==> config.mk <==
export PLATFORM = sky130hd
export DESIGN_NAME = uart_rx
export DESIGN_NICKNAME = d
export VERILOG_FILES = /design/src/rtl/uart_pkg.sv /design/src/rtl/baud_controller.sv /design/src/rtl/uart_rx.sv
export SDC_FILE = /design/constraint.sdc
export NUM_CORES = 1
export LEC_CHECK = 0
export BUFFER_PORTS_ARGS = -buffer_cell sky130_fd_sc_hd__buf_4
export CAP_MARGIN = 20
export CORE_MARGIN = 2
export CORE_UTILIZATION = 55
export DETAILED_ROUTE_END_ITERATION = 6
export PLACE_DENSITY = 0.75
export SYNTH_ARGS = -nofsm -noshare
export SYNTH_HDL_FRONTEND = slang
export SYNTH_SLANG_ARGS = --single-unit
==> constraint.sdc <==
create_clock -name clk -period 2.2 [get_ports clk]
set_input_delay 0 -clock clk [delete_from_list [all_inputs] [get_ports clk]]
set_output_delay 0 -clock clk [all_outputs]
set_load 0.1 [all_outputs]
==> src/rtl/uart_pkg.sv <==
// Shared UART constants: FSM state encoding, oversampling tick points and baud_select codes.
// Baud divisors assume a 14.7456 MHz clk with 16 sample ticks per bit.
package uart_pkg;

   localparam int unsigned OVERSAMPLE = 16;
   localparam int unsigned TICK_W     = 4;
   localparam int unsigned DIV_W      = 7;

   localparam logic [TICK_W-1:0] START_TICK = 4'd7;
   localparam logic [TICK_W-1:0] MID_TICK   = 4'd8;
   localparam logic [TICK_W-1:0] LAST_TICK  = TICK_W'(OVERSAMPLE - 1);

   localparam logic [2:0] BAUD_9600   = 3'd0;
   localparam logic [2:0] BAUD_19200  = 3'd1;
   localparam logic [2:0] BAUD_38400  = 3'd2;
   localparam logic [2:0] BAUD_57600  = 3'd3;
   localparam logic [2:0] BAUD_115200 = 3'd4;
   localparam logic [2:0] BAUD_230400 = 3'd5;
   localparam logic [2:0] BAUD_460800 = 3'd6;
   localparam logic [2:0] BAUD_921600 = 3'd7;

   typedef enum logic [2:0] {
      ST_IDLE   = 3'd0,
      ST_START  = 3'd1,
      ST_DATA   = 3'd2,
      ST_PARITY = 3'd3,
      ST_STOP   = 3'd4
   } uart_state_t;

   // Down-counter reload value (clocks per sample tick minus one).
   function automatic logic [DIV_W-1:0] tick_reload(input logic [2:0] code);
      logic [DIV_W-1:0] r;
      case (code)
         BAUD_9600:   r = 7'd95;
         BAUD_19200:  r = 7'd47;
         BAUD_38400:  r = 7'd23;
         BAUD_57600:  r = 7'd15;
         BAUD_115200: r = 7'd7;
         BAUD_230400: r = 7'd3;
         BAUD_460800: r = 7'd1;
         default:     r = 7'd0;
      endcase
      return r;
   endfunction

endpackage

==> src/rtl/baud_controller.sv <==
// Sample-tick generator: one-cycle sample_enable pulse every (reload+1) clocks.
// A baud_select change is honoured at once by reloading whenever the count exceeds the new period.
module baud_controller
   import uart_pkg::*;
(
   input  logic       clk_i,
   input  logic       rst_i,
   input  logic [2:0] baud_select_i,
   output logic       sample_enable_o
);

   logic [DIV_W-1:0] cnt_q, cnt_d, reload;

   always_comb begin
      reload          = tick_reload(baud_select_i);
      sample_enable_o = (cnt_q == '0);
      cnt_d           = cnt_q - 1'b1;
      if ((cnt_q == '0) || (cnt_q > reload)) begin
         cnt_d = reload;
      end
   end

   always_ff @(posedge clk_i) begin
      if (rst_i) begin
         cnt_q <= '0;
      end else begin
         cnt_q <= cnt_d;
      end
   end

endmodule

==> src/rtl/uart_rx.sv <==
// UART receiver: start, DATA_BITS LSB-first, even parity, stop; 16x oversampled.
// Define UART_RX_MAJORITY_EN for 2-of-3 voting over ticks 7/8/9 instead of a single tick-8 sample.
//
// state  | meaning
// IDLE   | waiting for synchronized 1->0 with Rx_EN high
// START  | validate start at tick 7, ride out the rest of the start bit
// DATA   | sample DATA_BITS payload bits, accumulate parity
// PARITY | sample parity bit, fold into running XOR (1 = error)
// STOP   | sample stop bit, publish result and pulse Rx_VALID
module uart_rx
   import uart_pkg::*;
#(
   parameter int unsigned SYNC_STAGES = 2,
   parameter int unsigned DATA_BITS   = 8
) (
   input  logic                 clk,
   input  logic                 rst,
   input  logic [2:0]           baud_select,
   input  logic                 Rx_EN,
   input  logic                 RxD,
   output logic [DATA_BITS-1:0] Rx_DATA,
   output logic                 Rx_VALID,
   output logic                 Rx_PERROR,
   output logic                 Rx_FERROR
);

   localparam int unsigned BIT_W = $clog2(DATA_BITS);

   logic                   sample_enable;
   logic [SYNC_STAGES-1:0] sync_q;
   logic                   rxd_prev_q;
   logic                   rxd_s;
   logic                   bit_val;

   uart_state_t            state_q, state_d;
   logic [TICK_W-1:0]      tick_q, tick_d;
   logic [BIT_W-1:0]       bit_q, bit_d;
   logic [DATA_BITS-1:0]   shift_q, shift_d;
   logic                   par_q, par_d;
   logic [DATA_BITS-1:0]   data_q, data_d;
   logic                   perr_q, perr_d;
   logic                   ferr_q, ferr_d;
   logic                   valid_q, valid_d;

   baud_controller u_baud (
      .clk_i           (clk),
      .rst_i           (rst),
      .baud_select_i   (baud_select),
      .sample_enable_o (sample_enable)
   );

   always_ff @(posedge clk) begin
      if (rst) begin
         sync_q     <= '1;
         rxd_prev_q <= 1'b1;
      end else begin
         sync_q     <= {sync_q[SYNC_STAGES-2:0], RxD};
         rxd_prev_q <= rxd_s;
      end
   end

   assign rxd_s = sync_q[SYNC_STAGES-1];

`ifdef UART_RX_MAJORITY_EN
   localparam logic [TICK_W-1:0] SAMPLE_TICK = MID_TICK + 4'd1;
   logic s7_q, s8_q;

   always_ff @(posedge clk) begin
      if (rst) begin
         s7_q <= 1'b1;
         s8_q <= 1'b1;
      end else if (sample_enable) begin
         if (tick_q == MID_TICK - 4'd1) s7_q <= rxd_s;
         if (tick_q == MID_TICK)        s8_q <= rxd_s;
      end
   end

   assign bit_val = (s7_q & s8_q) | (s7_q & rxd_s) | (s8_q & rxd_s);
`else
   localparam logic [TICK_W-1:0] SAMPLE_TICK = MID_TICK;
   assign bit_val = rxd_s;
`endif

   logic sample_pt, last_tick;
   assign sample_pt = sample_enable && (tick_q == SAMPLE_TICK);
   assign last_tick = sample_enable && (tick_q == LAST_TICK);

   always_comb begin
      state_d = state_q;
      tick_d  = tick_q;
      bit_d   = bit_q;
      shift_d = shift_q;
      par_d   = par_q;
      data_d  = data_q;
      perr_d  = perr_q;
      ferr_d  = ferr_q;
      valid_d = 1'b0;
      if (sample_enable) begin
         tick_d = tick_q + 1'b1;
      end

      case (state_q)
         ST_IDLE: begin
            tick_d = '0;
            if (Rx_EN && rxd_prev_q && !rxd_s) begin
               state_d = ST_START;
            end
         end
         ST_START: begin
            if (sample_enable && (tick_q == START_TICK)) begin
               if (rxd_s) begin
                  state_d = ST_IDLE;
               end else begin
                  bit_d = '0;
                  par_d = 1'b0;
               end
            end else if (last_tick) begin
               state_d = ST_DATA;
            end
         end
         ST_DATA: begin
            if (sample_pt) begin
               shift_d = {bit_val, shift_q[DATA_BITS-1:1]};
               par_d   = par_q ^ bit_val;
            end
            if (last_tick) begin
               bit_d = bit_q + 1'b1;
               if (bit_q == BIT_W'(DATA_BITS - 1)) begin
                  bit_d   = '0;
                  state_d = ST_PARITY;
               end
            end
         end
         ST_PARITY: begin
            if (sample_pt) begin
               par_d = par_q ^ bit_val;
            end
            if (last_tick) begin
               state_d = ST_STOP;
            end
         end
         ST_STOP: begin
            if (sample_pt) begin
               data_d  = shift_q;
               perr_d  = par_q;
               ferr_d  = ~bit_val;
               valid_d = 1'b1;
               state_d = ST_IDLE;
            end
         end
         default: state_d = ST_IDLE;
      endcase

      // Disabling the receiver drops any frame in flight without publishing it.
      if (!Rx_EN && (state_q != ST_IDLE)) begin
         state_d = ST_IDLE;
         valid_d = 1'b0;
         data_d  = data_q;
         perr_d  = perr_q;
         ferr_d  = ferr_q;
      end
   end

   always_ff @(posedge clk) begin
      if (rst) begin
         state_q <= ST_IDLE;
         tick_q  <= '0;
         bit_q   <= '0;
         shift_q <= '0;
         par_q   <= 1'b0;
         data_q  <= '0;
         perr_q  <= 1'b0;
         ferr_q  <= 1'b0;
         valid_q <= 1'b0;
      end else begin
         state_q <= state_d;
         tick_q  <= tick_d;
         bit_q   <= bit_d;
         shift_q <= shift_d;
         par_q   <= par_d;
         data_q  <= data_d;
         perr_q  <= perr_d;
         ferr_q  <= ferr_d;
         valid_q <= valid_d;
      end
   end

   assign Rx_DATA   = data_q;
   assign Rx_VALID  = valid_q;
   assign Rx_PERROR = perr_q;
   assign Rx_FERROR = ferr_q;

endmodule

==> flow_summary.ini, run 1 <==
[outcome]
outcome = finished, final reports clean

[synthesis]
syn-num-nets = 243
ys_seq_area_share_pct = 39.8
synth_edf_count = 0
synthArstFlopShare_pct = 0
synthCells = 224
dominantRegCellSynth = dfxtp_1
synth_area_per_cell_um2 = 8.99
synth_top_area_share_pct = 39.8
syn_area_um2 = 2010
synth.distinct_cells = 47
yosys.area.top_type = dfxtp_1
synth.cells.most_frequent = dfxtp_1 (40), nor2_1 (23), nand2_1 (17)
ys_seq_elements = 40
ys_warn_count = 0
synth_area_leaders = dfxtp_1 (40%), ha_1 (7.5%), mux2i_1 (5.5%)
synth_most_common_cell = dfxtp_1

[placed_design]
place.detailed.hpwl_um = 2690
gp_congestion = 0.853
numPortBuffers = 17
dpl_cell_area_um2 = 2190

[power]
p_int_uw = 1370
power_density_nw_per_um2 = 884
p_comb_share_pct = 36.1
p_leak_uw = 0.000971
power_frac_seq_pct = 40.1
vdd_drop_max_v = 0.000432
finalPower_uw = 2090
p_clk_share_pct = 23.9
swShare_pct = 34.5
p_sw_uw = 721

[clock_network]
clk-insertion-delay-late_ps = 360
cts_sinks = 40
cts.path.max_buffers = 2
cts_tree = yes
h-tree-depth = 2
root_buffer = clkbuf_4
numCtsBuffers = 5
cts.clk_slew.worst_paths_ps = 130

[floorplan]
die-width_um = 64.5
row_count = 21
dieHeight_um = 64.5
core_area_um2 = 3420
start_util_pct = 58.9
die-area_um2 = 4160
num_io_pins = 18

[setup_path]
worstSetupPathType = in2reg
end_kind = flop
cp_max_fo = 6
worstPathRequired_ps = 2480
arrival_ps = 2420
worstSetupStartpointType = input pin

[job]
maxCapViolCount = 0

[global_routing]
grt_antenna_before_repair = 0
grt_pass1_wl_um = 6750
grt_use_total_pct = 21.0
grt_pass1_vias = 1479
grt_max_degree = 38
grt_overflow = 0

[sta]
fin_tns_setup_ps = 0
period_share_pct = 97.4
finalHoldViolCount = 0
period_minus_slack_ps = 2140
slew_headroom_pct = 71.1
skew_ps = 11.7
tightest_slew_ps = 433
slew_violations = 0
finalSetupViolCount = 0
fmax_mhz = 467
hold_ws_ps = 24.7

[final_layout]
multiInputGateArea_um2 = 1170
finalNetCount = 268
syn2layout_area_growth_pct = 17.4
seq_area_um2 = 801
num-fill-cells = 275
layout-drive-gt1-share_pct = 20.4
fin_area_um2 = 2360
post-route-util_pct = 69.2
antenna_cells = 0

[drt]
viasPerCell = 5.52
drc = 0
wl_per_cell_um = 13.5
vias = 1633
wirelength_um = 3990
postRouteAntennaNets = 0
drt-initial-drc-count = 109
detailedRoute.firstPassIterationCount = 4

[min_path]
hold_class = in2reg
## registers in the layout (all words and copies together) (netlist names)
register / count
Rx_VALID: 1
tick_q: 4
rxd_prev_q: 1
shift_q: 8
Rx_PERROR: 1
Rx_FERROR: 1
bit_q: 3
u_baud.cnt_q: 7
state_q: 3
par_q: 1
Rx_DATA: 8
sync_q: 2
## cells by family (layout without fill, tap and decap cells)
| family | after synthesis | count (layout) | synth area share [%] |
|---|---|---|---|
| AND/OR/NAND/NOR | 96 | 96 | 26.7 |
| flip-flops | 40 | 40 | 39.8 |
| AO/OA/AOI/OAI | 39 | 39 | 13.4 |
| buffers and inverters | 18 | 44 | 3.73 |
| adder cells (fa/ha/maj) | 12 | 12 | 7.46 |
| multiplexers | 11 | 11 | 5.47 |
| XOR/XNOR | 8 | 8 | 3.48 |
## final timing paths
path                            slack (ps)              end  depth (start not counted)             from
worst max-delay path                    60  u_baud.cnt_q[5]                          9   baud_select[0]
worst min-delay path                    20  u_baud.cnt_q[2]                          3   baud_select[2]
worst max register to register         130  u_baud.cnt_q[5]                          6  u_baud.cnt_q[5]
worst min register to register         420        sync_q[1]                          1        sync_q[0]
## layer usage
layer  vias up  wire [µm]  track usage [%]
met1       732       1890             28.2
met2        45       1820             31.6
li1        850          -                -
met4         0         73             8.78
met5         -          0                0
met3         6        210             5.90
## worst max-delay path: stages
cell and delay, ps:
buf_4 130, dlygate4sd3_1 600, or2_4 260, ha_1 290, and4_1 180, a21boi_1 150, o31ai_2 320, nand2_2 190
a211oi_1 300
## power by group through the flow
| stage | clock, µW | combinational, µW | sequential (µW) |
|---|---|---|---|
| 2_1_floorplan | 0 | 473 | 845 |
| 3_3_place_gp | 0 | 609 | 853 |
| 3_5_place_dp | 0 | 626 | 854 |
| 4_1_cts | 509 | 631 | 838 |
| 5_1_grt | 544 | 839 | 847 |
| 6_report | 498 | 753 | 837 |
## timing repair
item / in CTS / in global routing
hold buffers: 4 / 1
gates resized for setup: 0 / 7
endpoints found under the setup margin: 0 / 7
buffers inserted: 0 / 2
endpoints found under the hold margin: 4 / 2
## placed cells by master, fill, tap and decap left out, types with 4 or more instances in the layout
cell type / count
dfxtp_1: 40
buf_4: 24
nor2_1: 23
nand2_1: 16
nand3_1: 16
a21oi_1: 16
ha_1: 12
mux2i_1: 11
inv_1: 8
nor3_1: 7
xnor2_1: 5
clkbuf_4: 5
or3_1: 4
or2_2: 4
dlygate4sd3_1: 4
## per-stage QoR
| step | std cells | setup slack [ps] |
|---|---|---|
| 6_report | 296 | 56.4 |
| 5_1_grt | 296 | -62.7 |
| 4_1_cts | 294 | 21.6 |
| 3_5_place_dp | 282 | 121 |
| 3_3_place_gp | 282 | 262 |
| 2_1_floorplan | 224 | 325 |
## area by class of cell
class,count,area share (%)
flip-flops and latches,40,33.9
repair buffers,28,9.32
inverters,8,1.27
clock buffers,5,1.59
clock inverters,3,1.96
well taps,46,2.44
multi-input cells,166,49.5
No activity file was read; power rests on OpenSTA's default activity.
==> run 2, diff against run 1 <==
--- a/config.mk
+++ b/config.mk
@@ -10,7 +10,8 @@
 export CORE_MARGIN = 2
 export CORE_UTILIZATION = 55
 export DETAILED_ROUTE_END_ITERATION = 6
-export PLACE_DENSITY = 0.75
+export PLACE_DENSITY = 0.74
 export SYNTH_ARGS = -nofsm -noshare
 export SYNTH_HDL_FRONTEND = slang
+export SYNTH_HIERARCHICAL = 1
 export SYNTH_SLANG_ARGS = --single-unit
==> flow_summary.ini, run 2 <==
[min_path]
hold_class = in2reg

[placed_design]
place.detailed.hpwl_um = 2700
numPortBuffers = 17
gp_congestion = 0.814
dp.cells = 276

[global_routing]
grt_pass1_wl_um = 6470
grt_antenna_before_repair = 0
grt_max_degree = 38
grt_pass1_vias = 1430
grt_overflow = 0
grt_use_total_pct = 19.8

[synthesis]
ys_seq_elements = 40
synth_edf_count = 0
synth_area_per_cell_um2 = 9.76
synth.cells.most_frequent = dfxtp_1 (40), nor2_1 (26), mux2i_1 (20)
synth_top_area_share_pct = 37.8
synthCells = 217
synth_area_leaders = dfxtp_1 (38%), mux2i_1 (9.5%), ha_1 (7.7%)
ys_seq_area_share_pct = 37.8
ys_warn_count = 6
syn_area_um2 = 2120
synth.distinct_cells = 51
syn-num-nets = 237
yosys.area.top_type = dfxtp_1
dominantRegCellSynth = dfxtp_1
synthArstFlopShare_pct = 0
synth_most_common_cell = dfxtp_1

[drt]
postRouteAntennaNets = 0
detailedRoute.firstPassIterationCount = 4
drt-initial-drc-count = 118
wl_per_cell_um = 13.2
viasPerCell = 5.49
vias = 1566
wirelength_um = 3770
drc = 0

[clock_network]
numCtsBuffers = 5
h-tree-depth = 2
clk-insertion-delay-late_ps = 290
post_cts_buffers = 0
cts.path.max_buffers = 2
cts_tree = yes
cts.clk_slew.worst_paths_ps = 70
cts_sinks = 40
root_buffer = clkbuf_8

[power]
vdd_drop_max_v = 0.000565
power_frac_seq_pct = 39.2
p_sw_uw = 732
p_comb_share_pct = 34.4
power_density_nw_per_um2 = 923
p_clk_share_pct = 26.4
swShare_pct = 33.2
p_leak_uw = 0.00101
p_int_uw = 1470

[setup_path]
cp_max_fo = 7
arrival_ps = 2220
worstSetupPathType = reg2reg
end_kind = flop
worstSetupStartpointType = flop
worstPathRequired_ps = 2420

[sta]
period_share_pct = 90.8
finalHoldViolCount = 0
fmax_mhz = 501
period_minus_slack_ps = 2000
rsz0062_at_grt = false
slew_violations = 0
tightest_slew_ps = 399
finalSetupViolCount = 0
skew_ps = 3.50
slew_headroom_pct = 73.2
fin_tns_setup_ps = 0

[floorplan]
num_io_pins = 18
dieHeight_um = 66.0
die-area_um2 = 4360
core_area_um2 = 3690
start_util_pct = 57.4
row_count = 22
die-width_um = 66.0

[final_layout]
final_common_cell = dfxtp_1
antenna_cells = 0
final_cells = 285
layout-drive-gt1-share_pct = 22.8
finalNetCount = 256
syn2layout_area_growth_pct = 12.8
mostFrequentLayoutCells = dfxtp_1 (40), nor2_1 (26), buf_4 (21), mux2i_1 (20), ha_1 (13)

[job]
maxCapViolCount = 0

[outcome]
outcome = finished, final reports clean
-- run 2: cell count changes in the layout (fill, tap and decap cells not counted), sizes merged, moves of 3 or more --
cell,delta
nand2,-8
buf,-3
nor2,+4
nand3,-6
nor3,-4
mux2i,+9
a21oi,-3
nand4,+3
dlygate4sd3,-3
-- run 2: critical path, cell delays in order (launching register included) --
cell      delay [ps]
dfxtp_1          440
inv_1            130
ha_1             270
nand3b_4          90
inv_1             60
buf_4            160
nand3_1          140
a21oi_1           60
nor3_1           360
mux2i_1          220
-- run 2: worst paths after layout --
path | startpoint | endpoint | slack (ps) | depth (start not counted)
hold reg to reg | sync_q[0] | sync_q[1] | 410 | 1
setup / recovery | u_baud/cnt_q[0] | state_q[1] | 200 | 9
setup reg to reg | u_baud/cnt_q[0] | state_q[1] | 200 | 9
hold / removal | Rx_EN | Rx_VALID | 30 | 3
-- run 2: repair_timing --
action                                 in CTS  in global routing
resized for setup                           0                  0
endpoints found under the hold margin       1                  0
hold buffers                                1                  0
-- run 2: per-stage QoR --
step                power, µW  area, µm²  hold slack (ps)  setup slack, ps  util [%]
floorplan                1490       2120              104              104         -
global placement         1620       2270              184              245      61.6
detailed placement       1630       2270              188              238      61.6
CTS                      2220       2390             22.3              217      64.8
global route             2340       2390             47.7             63.2      64.8
finish                   2200       2390             31.7              202      64.8
-- run 2: power by group through the flow --
stage | clock, µW | combinational, µW | sequential [µW]
floorplan | 0 | 632 | 858
global placement | 0 | 742 | 881
detailed placement | 0 | 757 | 878
CTS | 596 | 763 | 861
global route | 627 | 845 | 871
finish | 582 | 758 | 864
-- run 2: layer usage --
metal	wire length, µm	vias to the layer above	global-route usage, %	part of all wire, %
li1	-	799	-	-
met5	0	-	0	0
met1	1810	739	25.7	48
met2	1760	21	30.8	47
met3	125	7	4.60	3.3
met4	66	0	9.69	1.8
-- run 2: cell families (layout without fill, tap and decap cells) --
kind of cell	count (synthesis)	after routing	synth area share, %
AOI/OAI and AO/OA	33	33	12.9
xor gates and xnor gates	8	8	3.31
adders and majority gates	13	13	7.68
buffers and inverters	17	37	4.26
DFF	40	40	37.8
muxes	20	20	9.46
and+or+nand+nor	86	86	24.6
-- run 2: area by class of cell --
class | count | area, µm²
sequential | 40 | 801
fill | 320 | 1300
tap | 48 | 60.1
clock buffer | 6 | 72.6
multi-input combinational | 160 | 1230
clock inverter | 2 | 35.0
inverter | 7 | 26.3
timing repair buffer | 22 | 168
